===== src/rtl/chr_pkg.sv =====
// Shared types for the PPU pattern-memory bridge: FSM states, op kinds and the
// byte-merge helper used for CHR-RAM read-modify-write.
package chr_pkg;

  typedef enum logic [2:0] {IDLE, SETTLE, RD_WAIT, WR_WAIT, HOLD} state_t;
  typedef enum logic {OP_READ, OP_WRITE} op_t;

  // Replace the byte selected by sel (1 = high byte) in a 16-bit SDRAM word.
  function automatic logic [15:0] merge_byte(input logic [15:0] word16,
                                             input logic [7:0]  byte8,
                                             input logic        sel);
    merge_byte = sel ? {byte8, word16[7:0]} : {word16[15:8], byte8};
  endfunction

endpackage


===== src/rtl/sdram_bus.sv =====
// SDRAM arbiter port using a toggle req/ack handshake: a transfer is pending
// while req != ack.
interface sdram_bus #(parameter int ADDR_BITS = 24);
  logic [ADDR_BITS-2:0] address;
  logic                 we;
  logic                 req;
  logic                 ack;
  logic [15:0]          data_read;
  logic [15:0]          data_write;

  modport device (output address, we, req, data_write, input ack, data_read);
  modport host   (input address, we, req, data_write, output ack, data_read);
endinterface


===== src/rtl/strobe_sync.sv =====
// Multi-flop synchroniser for an asynchronous PPU level, with edge pulses taken
// from the two oldest stages.
module strobe_sync #(
  parameter int   STAGES = 2,
  parameter logic INIT   = 1'b1
) (
  input  logic clk,
  input  logic rst_n,
  input  logic d,
  output logic q,
  output logic fall,
  output logic rise
);

  logic [STAGES-1:0] sr;

  always_ff @(posedge clk or negedge rst_n) begin
    if (!rst_n) sr <= {STAGES{INIT}};
    else        sr <= {sr[STAGES-2:0], d};
  end

  assign q    = sr[STAGES-1];
  assign fall =  sr[STAGES-1] & ~sr[STAGES-2];
  assign rise = ~sr[STAGES-1] &  sr[STAGES-2];

endmodule


===== src/rtl/chr_mem.sv =====
// PPU pattern-memory bridge: CHR-ROM reads and CHR-RAM byte writes (RMW) onto
// the shared SDRAM. Optional one-word read cache under CHR_WORD_CACHE_EN.
module chr_mem
  import chr_pkg::*;
#(
  parameter int ADDR_BITS     = 24,
  parameter int SETTLE_CYCLES = 12,
  parameter int HOLD_TIMEOUT  = 15,
  parameter int SYNC_STAGES   = 2
) (
  input  logic                 clk,
  input  logic                 rst_n,
  input  logic                 enable,
  input  logic                 chr_ram_en,
  input  logic [ADDR_BITS-1:0] offset,
  sdram_bus.device             ram,
  input  logic                 ppu_rd_n,
  input  logic                 ppu_wr_n,
  input  logic                 ciram_ce,
  input  logic [12:0]          addr,
  input  logic [7:0]           wdata,
  output logic [7:0]           data,
  output logic                 busy
);

  localparam logic [7:0] SETTLE_LAST = 8'(SETTLE_CYCLES - 1);
  localparam logic [7:0] HOLD_LAST   = 8'(HOLD_TIMEOUT - 1);

  state_t                 state;
  op_t                    op;
  logic [7:0]             cnt;
  logic                   low_bit;
  logic [7:0]             wdata_q;
  logic [ADDR_BITS-1:0]   addr_q;
  logic                   rd_q, rd_fall, rd_rise;
  logic                   wr_q, wr_fall, wr_rise;
  logic                   ce_q, ce_fall, ce_rise;
  logic                   unused_edges;

  strobe_sync #(.STAGES(SYNC_STAGES), .INIT(1'b1)) u_rd_sync (
    .clk(clk), .rst_n(rst_n), .d(ppu_rd_n), .q(rd_q), .fall(rd_fall), .rise(rd_rise));
  strobe_sync #(.STAGES(SYNC_STAGES), .INIT(1'b1)) u_wr_sync (
    .clk(clk), .rst_n(rst_n), .d(ppu_wr_n), .q(wr_q), .fall(wr_fall), .rise(wr_rise));
  strobe_sync #(.STAGES(SYNC_STAGES), .INIT(1'b0)) u_ce_sync (
    .clk(clk), .rst_n(rst_n), .d(ciram_ce), .q(ce_q), .fall(ce_fall), .rise(ce_rise));

  assign unused_edges = ^{rd_rise, wr_rise, ce_fall, ce_rise};
  assign busy         = (state != IDLE);

`ifdef CHR_WORD_CACHE_EN
  logic                 cache_vld;
  logic [ADDR_BITS-2:0] cache_addr;
  logic [15:0]          cache_word;
  logic [ADDR_BITS-1:0] offset_q;
  logic                 cache_hit;

  assign cache_hit = cache_vld && (cache_addr == addr_q[ADDR_BITS-1:1]) && (op == OP_READ);
`endif

  always_ff @(posedge clk or negedge rst_n) begin
    if (!rst_n) begin
      state          <= IDLE;
      op             <= OP_READ;
      cnt            <= '0;
      low_bit        <= 1'b0;
      wdata_q        <= '0;
      addr_q         <= '0;
      data           <= '0;
      ram.req        <= 1'b0;
      ram.we         <= 1'b0;
      ram.address    <= '0;
      ram.data_write <= '0;
`ifdef CHR_WORD_CACHE_EN
      cache_vld      <= 1'b0;
      cache_addr     <= '0;
      cache_word     <= '0;
      offset_q       <= '0;
`endif
    end else begin
      addr_q <= {{(ADDR_BITS-13){1'b0}}, addr} | offset;
      case (state)
        IDLE: begin
          if (enable) begin
            if (rd_fall) begin
              op    <= OP_READ;
              cnt   <= '0;
              state <= SETTLE;
            end else if (wr_fall && chr_ram_en) begin
              op    <= OP_WRITE;
              cnt   <= '0;
              state <= SETTLE;
            end
          end
        end
        SETTLE: begin
          cnt <= cnt + 8'd1;
          if (!enable) begin
            state <= IDLE;
          end else if (cnt == SETTLE_LAST) begin
            if (!ce_q) begin
              state <= IDLE;
            end else begin
              low_bit <= addr_q[0];
              wdata_q <= wdata;
`ifdef CHR_WORD_CACHE_EN
              if (cache_hit) begin
                data  <= addr_q[0] ? cache_word[15:8] : cache_word[7:0];
                cnt   <= '0;
                state <= HOLD;
              end else
`endif
              begin
                ram.address <= addr_q[ADDR_BITS-1:1];
                ram.we      <= 1'b0;
                ram.req     <= ~ram.req;
                state       <= RD_WAIT;
              end
            end
          end
        end
        RD_WAIT: begin
          // A pending request is always allowed to finish; only its result is dropped.
          if (ram.req == ram.ack) begin
            if (!enable) begin
              state <= IDLE;
            end else if (op == OP_READ) begin
              data  <= low_bit ? ram.data_read[15:8] : ram.data_read[7:0];
              cnt   <= '0;
              state <= HOLD;
`ifdef CHR_WORD_CACHE_EN
              cache_vld  <= 1'b1;
              cache_addr <= ram.address;
              cache_word <= ram.data_read;
`endif
            end else begin
              ram.data_write <= merge_byte(ram.data_read, wdata_q, low_bit);
              ram.we         <= 1'b1;
              ram.req        <= ~ram.req;
              state          <= WR_WAIT;
`ifdef CHR_WORD_CACHE_EN
              cache_vld  <= 1'b1;
              cache_addr <= ram.address;
              cache_word <= merge_byte(ram.data_read, wdata_q, low_bit);
`endif
            end
          end
        end
        WR_WAIT: begin
          if (ram.req == ram.ack) begin
            ram.we <= 1'b0;
            cnt    <= '0;
            state  <= enable ? HOLD : IDLE;
          end
        end
        HOLD: begin
          cnt <= cnt + 8'd1;
          if (!enable || ((op == OP_READ) ? rd_q : wr_q) || cnt == HOLD_LAST)
            state <= IDLE;
        end
        default: state <= IDLE;
      endcase
`ifdef CHR_WORD_CACHE_EN
      // A base change remaps every word, so the cached copy is stale.
      offset_q <= offset;
      if (offset != offset_q) cache_vld <= 1'b0;
`endif
    end
  end

endmodule


===== src/flat_wrapper.sv =====
// flat-port wrapper written by rule: the top's interface ports become plain ports
module chr_mem_flat import chr_pkg::*;
#(
  parameter int ADDR_BITS     = 24,
  parameter int SETTLE_CYCLES = 12,
  parameter int HOLD_TIMEOUT  = 15,
  parameter int SYNC_STAGES   = 2
)
  (clk, rst_n, enable, chr_ram_en, offset, ppu_rd_n, ppu_wr_n, ciram_ce, addr, wdata, data, busy, ram_address, ram_we, ram_req, ram_data_write, ram_ack, ram_data_read);
  sdram_bus #(.ADDR_BITS(ADDR_BITS)) ram_i ();
  input  logic clk;
  input  logic rst_n;
  input  logic enable;
  input  logic chr_ram_en;
  input  logic [ADDR_BITS-1:0] offset;
  input  logic ppu_rd_n;
  input  logic ppu_wr_n;
  input  logic ciram_ce;
  input  logic [12:0] addr;
  input  logic [7:0] wdata;
  output logic [7:0] data;
  output logic busy;
  output wire logic [$bits(ram_i.address)-1:0] ram_address;
  output wire logic [$bits(ram_i.we)-1:0] ram_we;
  output wire logic [$bits(ram_i.req)-1:0] ram_req;
  output wire logic [$bits(ram_i.data_write)-1:0] ram_data_write;
  input wire logic [$bits(ram_i.ack)-1:0] ram_ack;
  input wire logic [$bits(ram_i.data_read)-1:0] ram_data_read;
  assign ram_address = ram_i.address;
  assign ram_we = ram_i.we;
  assign ram_req = ram_i.req;
  assign ram_data_write = ram_i.data_write;
  assign ram_i.ack = ram_ack;
  assign ram_i.data_read = ram_data_read;
  chr_mem #(.ADDR_BITS(ADDR_BITS), .SETTLE_CYCLES(SETTLE_CYCLES), .HOLD_TIMEOUT(HOLD_TIMEOUT), .SYNC_STAGES(SYNC_STAGES)) u_core (.clk(clk), .rst_n(rst_n), .enable(enable), .chr_ram_en(chr_ram_en), .offset(offset), .ram(ram_i), .ppu_rd_n(ppu_rd_n), .ppu_wr_n(ppu_wr_n), .ciram_ce(ciram_ce), .addr(addr), .wdata(wdata), .data(data), .busy(busy));
endmodule

===== config.mk =====
export PLATFORM = sky130hd
export DESIGN_NAME = chr_mem_flat
export DESIGN_NICKNAME = d
export VERILOG_FILES = /design/src/rtl/chr_pkg.sv /design/src/rtl/sdram_bus.sv /design/src/rtl/strobe_sync.sv /design/src/rtl/chr_mem.sv /design/src/flat_wrapper.sv
export SDC_FILE = /design/constraint.sdc
export NUM_CORES = 1
export LEC_CHECK = 0
export ABC_AREA = 0
export ABC_CLOCK_PERIOD_IN_PS = 2200
export CORE_ASPECT_RATIO = 0.5
export CORE_MARGIN = 2
export CORE_UTILIZATION = 33
export DETAILED_ROUTE_END_ITERATION = 7
export PLACE_DENSITY = 0.71
export SKIP_CTS_REPAIR_TIMING = 1
export SLEW_MARGIN = 20
export SYNTH_ARGS = -nofsm -noshare
export SYNTH_HDL_FRONTEND = slang
export SYNTH_SLANG_ARGS = --single-unit
export TNS_END_PERCENT = 10

===== constraint.sdc =====
create_clock -name clk -period 2.2 [get_ports clk]
set_input_delay 0.22 -clock clk [delete_from_list [all_inputs] [get_ports clk]]
set_output_delay 0.22 -clock clk [all_outputs]
set_load 0.01 [all_outputs]

# Word-level counts from Yosys, hierarchy flattened
# Index checks and enable logic that the tools add are counted.
[totals]
output_inout_bits = 50
wordCells = 101
inputBits = 69
ff_bits = 100
[classes]
n_addsub = 1
n_bitwise = 7
n_eq_ne = 19
muxes = 41
reduce_logical = 19
[op_table]
columns = ["operator", "n"]
rows = [
  ["8-bit 2-to-1 mux", 8],
  ["3-bit 2-to-1 mux", 11],
  ["8-bit one-hot mux with 4 select lines", 1],
  ["13-bit by 24-bit bitwise OR with 24-bit output", 1],
  ["8-bit by 4-bit == test with 1-bit output, second input constant", 2],
  ["1-bit 2-to-1 mux", 16],
  ["16-bit 2-to-1 mux", 1],
  ["3-bit one-hot mux with 5 select lines", 1],
  ["7-bit AND reduction", 2],
  ["4-bit AND reduction", 3],
  ["2-bit by 1-bit != test with 1-bit output, second input constant", 5],
  ["2-bit != test, second input constant", 5],
  ["8-bit by 1-bit adder with 8-bit output, second input constant", 1],
  ["8-bit AND reduction", 1],
  ["3-bit by 2-bit == test with 1-bit output, second input constant", 2],
  ["6-bit AND reduction", 1],
  ["3-bit nonzero test", 2],
  ["1-bit NOT", 4],
  ["2-bit nonzero test", 2],
  ["4-bit nonzero test", 1],
  ["3-bit by 1-bit == test with 1-bit output, second input constant", 1],
  ["3-bit == test, second input constant", 1],
  ["3-bit logical NOT", 1],
  ["3-bit by 1-bit != test with 1-bit output, second input constant", 1],
  ["11 further kinds", 13],
]

# Depth between registers and ports, before layout
[logic_depth]
word_depth = 7
depth_mapped = 7
mapped_depth_nobuf = 7

# Hierarchy
# Synthesis repeated with hierarchy kept, for this count alone.
[hier_totals]
cells_unflattened = 310
area_unflattened_um2 = 4207.8
[by_module_without_submodules]
columns = ["module", "n_inst", "seq_area_each_um2", "cells_per_inst", "area_each_um2"]
rows = [
  ["chr_mem", 1, 2352.3, 298, 4007.6],
  ["strobe_sync (u_core.u_rd_sync ...)", 2, 52.6, 4, 67.6],
  ["strobe_sync (u_core.u_ce_sync)", 1, 50.0, 4, 65.1],
]

# Worst setup path after synthesis
# Ideal clock, no wire load.
[synth_path]
path_type = "reg-to-reg"
from = "reg u_core.cnt[0]"
to = "reg u_core.ram.req"
t_arrival_ns = 1.668
stages_incl_launch_ff = 6
n_path_buf = 0
required_time_ns = 2.072
slack_ns = 0.404
period_less_slack_ns = 1.796
setup_time_ns = 0.128
path_cell_list = "dfrtp_1 > ha_1 > nor2b_1 > o221ai_1 > or4b_4 > xnor2_2"
[synth_via]
elab_chain_cells = 3
[synth_lines]
columns = ["item", "line_no", "source"]
rows = [
  ["start: declaration", "chr_mem.sv:31", "logic [7:0] cnt;"],
  ["start signal: assignment", "chr_mem.sv:96", "cnt <= cnt + 8'd1;"],
  ["start signal: assignment", "chr_mem.sv:156", "cnt <= cnt + 8'd1;"],
  ["8-bit by 4-bit == test with 1-bit output", "chr_mem.sv:99", "end else if (cnt == SETTLE_LAST) begin"],
  ["2-bit by 1-bit != test with 1-bit output (no line)", "n/a", ""],
  ["7-bit AND reduction (no line)", "n/a", ""],
  ["end signal: assignment", "chr_mem.sv:115", "ram.req <= ~ram.req;"],
  ["end signal: assignment", "chr_mem.sv:138", "ram.req <= ~ram.req;"],
  ["end: declaration", "sdram_bus.sv:11", "modport device (output address, we, req, data_write, input ack, data_read);"],
]
# Every way passes these cells.
# A chain may end at the register's enable or synchronous reset.

# Final worst setup path
[layout_path]
from = "reg u_core.state[1]"
to = "out busy"
[layout_via]
elab_chain_cells = 1
[layout_lines]
columns = ["item", "line_no", "source"]
rows = [
  ["start: declaration", "chr_mem.sv:29", "state_t state;"],
  ["start signal: assignment", "chr_mem.sv:152", "state <= enable ? HOLD : IDLE;"],
  ["3-bit nonzero test", "chr_mem.sv:48", "assign busy = (state != IDLE);"],
  ["end: declaration", "flat_wrapper.sv:22", "output logic busy;"],
]
# Every way passes these cells.

==> metrics.md <==
| Metric | Value |
|---|---|
| Worst-case clock buffer depth | `2` |
| Final setup TNS | `0 ps` |
| MaxCap Viol Count | `0` |
| Syn_nets | `396` |
| Setup CP Type | `register to primary output` |
| Share of cells above drive strength 1 | `0.104` |
| Ranking of synthesized cells by area | `dfrtp_1 59%, mux2_1 8.9%, mux2i_1 6.2%` |
| Final Max Tran Viols | `0` |
| Layout fillers | `1089` |
| IO Port Bufs | `118` |
| Die Area | `13300 sq um` |
| H-tree levels | `3` |
| Power Internal | `3.95 mW` |
| Post-place setup slack | `146 ps` |
| Synth Register Bits | `100` |
| Setup ws final | `171 ps` |
| Worst EP required | `1980 ps` |
| Yosys warns | `0` |
| GR Overflow Total | `0` |
| Worst slew pin tran | `612 ps` |
| Number of vias per cell | `4.57` |
| Vias in the first global route | `3076` |
| Count leader, synth | `dfrtp_1` |
| Post-layout min period | `2030 ps` |
| PD cells | `939 nW/um^2` |
| Number of synthesized flops with an enable pin | `0` |
| Post-route insts no fill | `618` |
| Netlist Area Pre-Place | `4060 sq um` |
| DP Cell Count | `601` |
| Routed WL | `9010 um` |
| Post-synthesis sequential area ratio | `0.617` |
| # rows | `28` |
| RSZ-0062 raised after global routing | `no` |
| Synth cell count leaders | `96 x dfrtp_1, 36 x nand2_1, 32 x mux2_1, 25 x mux2i_1, 23 x o21ai_1` |
| Number of antenna diodes | `0` |
| Critical Path Sink Type | `primary output` |
| Final nets | `519` |
| Routed WL per cell | `14.6 um` |
| CTS Buf Count | `9` |
| Top cell type's share of synthesized area | `0.591` |
| Worst vdd ir | `0.000413 V` |
| DP Area | `5480 sq um` |
| Chip Height | `82.4 um` |
| Final period utilization | `0.922` |
| Initial core utilization | `0.341` |
| Post-Syn Area per Cell | `12.5 sq um` |
| PnR Total Power | `5.46 mW` |
| Sw Share | `0.276` |
| DRT iter0 DRCs | `84` |
| Clk_lat worst skew | `340 ps` |
| Yosys top cell by area | `dfrtp_1` |
| Post-synth top flop | `dfrtp_1` |
| P_leak | `2.50 nW` |
| Global Route Usage Sum | `0.146` |
| Clock-pin slew on the worst setup and hold paths | `70 ps` |
| Drt pass-1 iters | `4` |
| GPL Wtd Cong | `0.826` |
| NetSw | `1.51 mW` |
| Clock share of power | `0.323` |
| Startpoint types | `register` |
| Die width | `161 um` |
| Cells after Synth | `325` |
| Async SR Flop Fraction | `1.00` |
| Layout Area Growth over Synthesis | `43.3%` |
| Hold Fails Final Rpt | `0` |
| Via Count | `2823` |
| Final instance area | `5820 sq um` |
| CTS tree | `built` |
| # setup viols final | `0` |
| First-pass GRT wire length | `14900 um` |
| Number of distinct library cells after synthesis | `44` |
| Max-Slew Margin vs Limit | `0.592` |
| DRC | `0` |
| Sequential Power Share | `0.427` |
| # IOs | `119` |
| Pin count of the biggest net entering global routing | `47` |
| Gate power share | `0.251` |
| Core area | `11900 sq um` |
| HP Class | `primary input to register` |
| Fmax | `493 MHz` |
| CP Max Fanout | `14` |
| Antenna Nets Post-Route | `0` |
| Status | `finished, final reports clean` |
| Post-DP HPWL | `6510 um` |
| Root Buffer | `clkbuf_16` |
| Clk_skew | `7.26 ps` |
| Area of the multi-input gates | `1470 sq um` |
| Crit path DAT | `1810 ps` |
| Initial antenna violation count | `0` |
| Clk sinks | `100` |
| Register Area | `2510 sq um` |
kinds of logic (layout without fill, tap and decap cells):
kind of cell | after synthesis | after routing | share of synthesized area
fa+ha+maj | 2 | 2 | 0.00616
compound gates | 54 | 54 | 0.0779
xor+xnor | 6 | 6 | 0.0148
flops | 100 | 100 | 0.617
buf+inv | 20 | 148 | 0.0228
mux | 57 | 57 | 0.150
simple gates | 86 | 86 | 0.111
power groups by stage:
| stage | clock network [mW] | logic [mW] | registers (mW) |
|---|---|---|---|
| after floorplan | 0 | 0.592 | 2.38 |
| after global placement | 0 | 1.36 | 2.35 |
| after detailed placement | 0 | 1.38 | 2.36 |
| after CTS | 1.81 | 1.39 | 2.33 |
| after global routing | 1.88 | 1.52 | 2.38 |
| final | 1.76 | 1.37 | 2.33 |
metrics by stage:
step                hold slack [ps]  utilization
finish                          287        0.488
global route                    274        0.488
CTS                           -83.5        0.488
detailed placement              277        0.460
global placement                276        0.460
floorplan                     -75.6            -
layer usage:
metal	track usage	vias to the layer above	share of wire
li1	-	1365	-
met2	0.264	54	0.52
met3	0.0370	12	0.036
met4	0.0473	0	0.017
met5	0	-	0
met1	0.174	1392	0.43
worst max-delay path, stage by stage (launching register included):
cell and delay (ps):
dfrtp_1 510, nor3_1 320, inv_1 120, clkdlybuf4s50_1 520
layout make-up:
type / count / share of cell area
Sequential cell: 100 / 0.431
Multi-Input combinational cell: 205 / 0.252
Timing Repair Buffer: 127 / 0.221
Clock buffer: 11 / 0.0400
Tap cell: 165 / 0.0355
Clock inverter: 5 / 0.0172
Inverter: 5 / 0.00323
cell usage in the layout (no fill, tap or decap), types with 8 or more instances in the layout:
cell	n
o21ai_1	23
or2_2	13
dfrtp_1	96
o21ai_0	15
nor2_1	8
nand3_1	9
clkdlybuf4s50_1	117
mux2_1	32
clkbuf_16	9
mux2i_1	25
nand2_1	36
final timing paths:
path,to,slack [ps],depth (start not counted),start
max,busy,170,3,u_core.state[1]
min,u_core.u_wr_sync.sr[0],290,1,ppu_wr_n
max reg2reg,u_core.ram.address[2],190,6,u_core.cnt[0]
min reg2reg,u_core.u_ce_sync.sr[1],360,0,u_core.u_ce_sync.sr[0]
max in group asynchronous,u_core.u_wr_sync.sr[1],1060,3,rst_n
min in group asynchronous,u_core.ram.address[22],450,2,rst_n
sequential cells by signal, indices dropped and copies added (netlist names):
| register | flops |
|---|---|
| u_core.addr_q | 24 |
| u_core.ram.req | 1 |
| u_core.data | 8 |
| u_core.state | 3 |
| u_core.ram.address | 23 |
| u_core.ram.data_write | 16 |
| u_core.cnt | 8 |
| u_core.op | 1 |
| u_core.ram.we | 1 |
| u_core.u_ce_sync.sr | 2 |
| u_core.low_bit | 1 |
| u_core.wdata_q | 8 |
| u_core.u_rd_sync.sr | 2 |
| u_core.u_wr_sync.sr | 2 |
No activity file was read; power rests on OpenSTA's default activity.
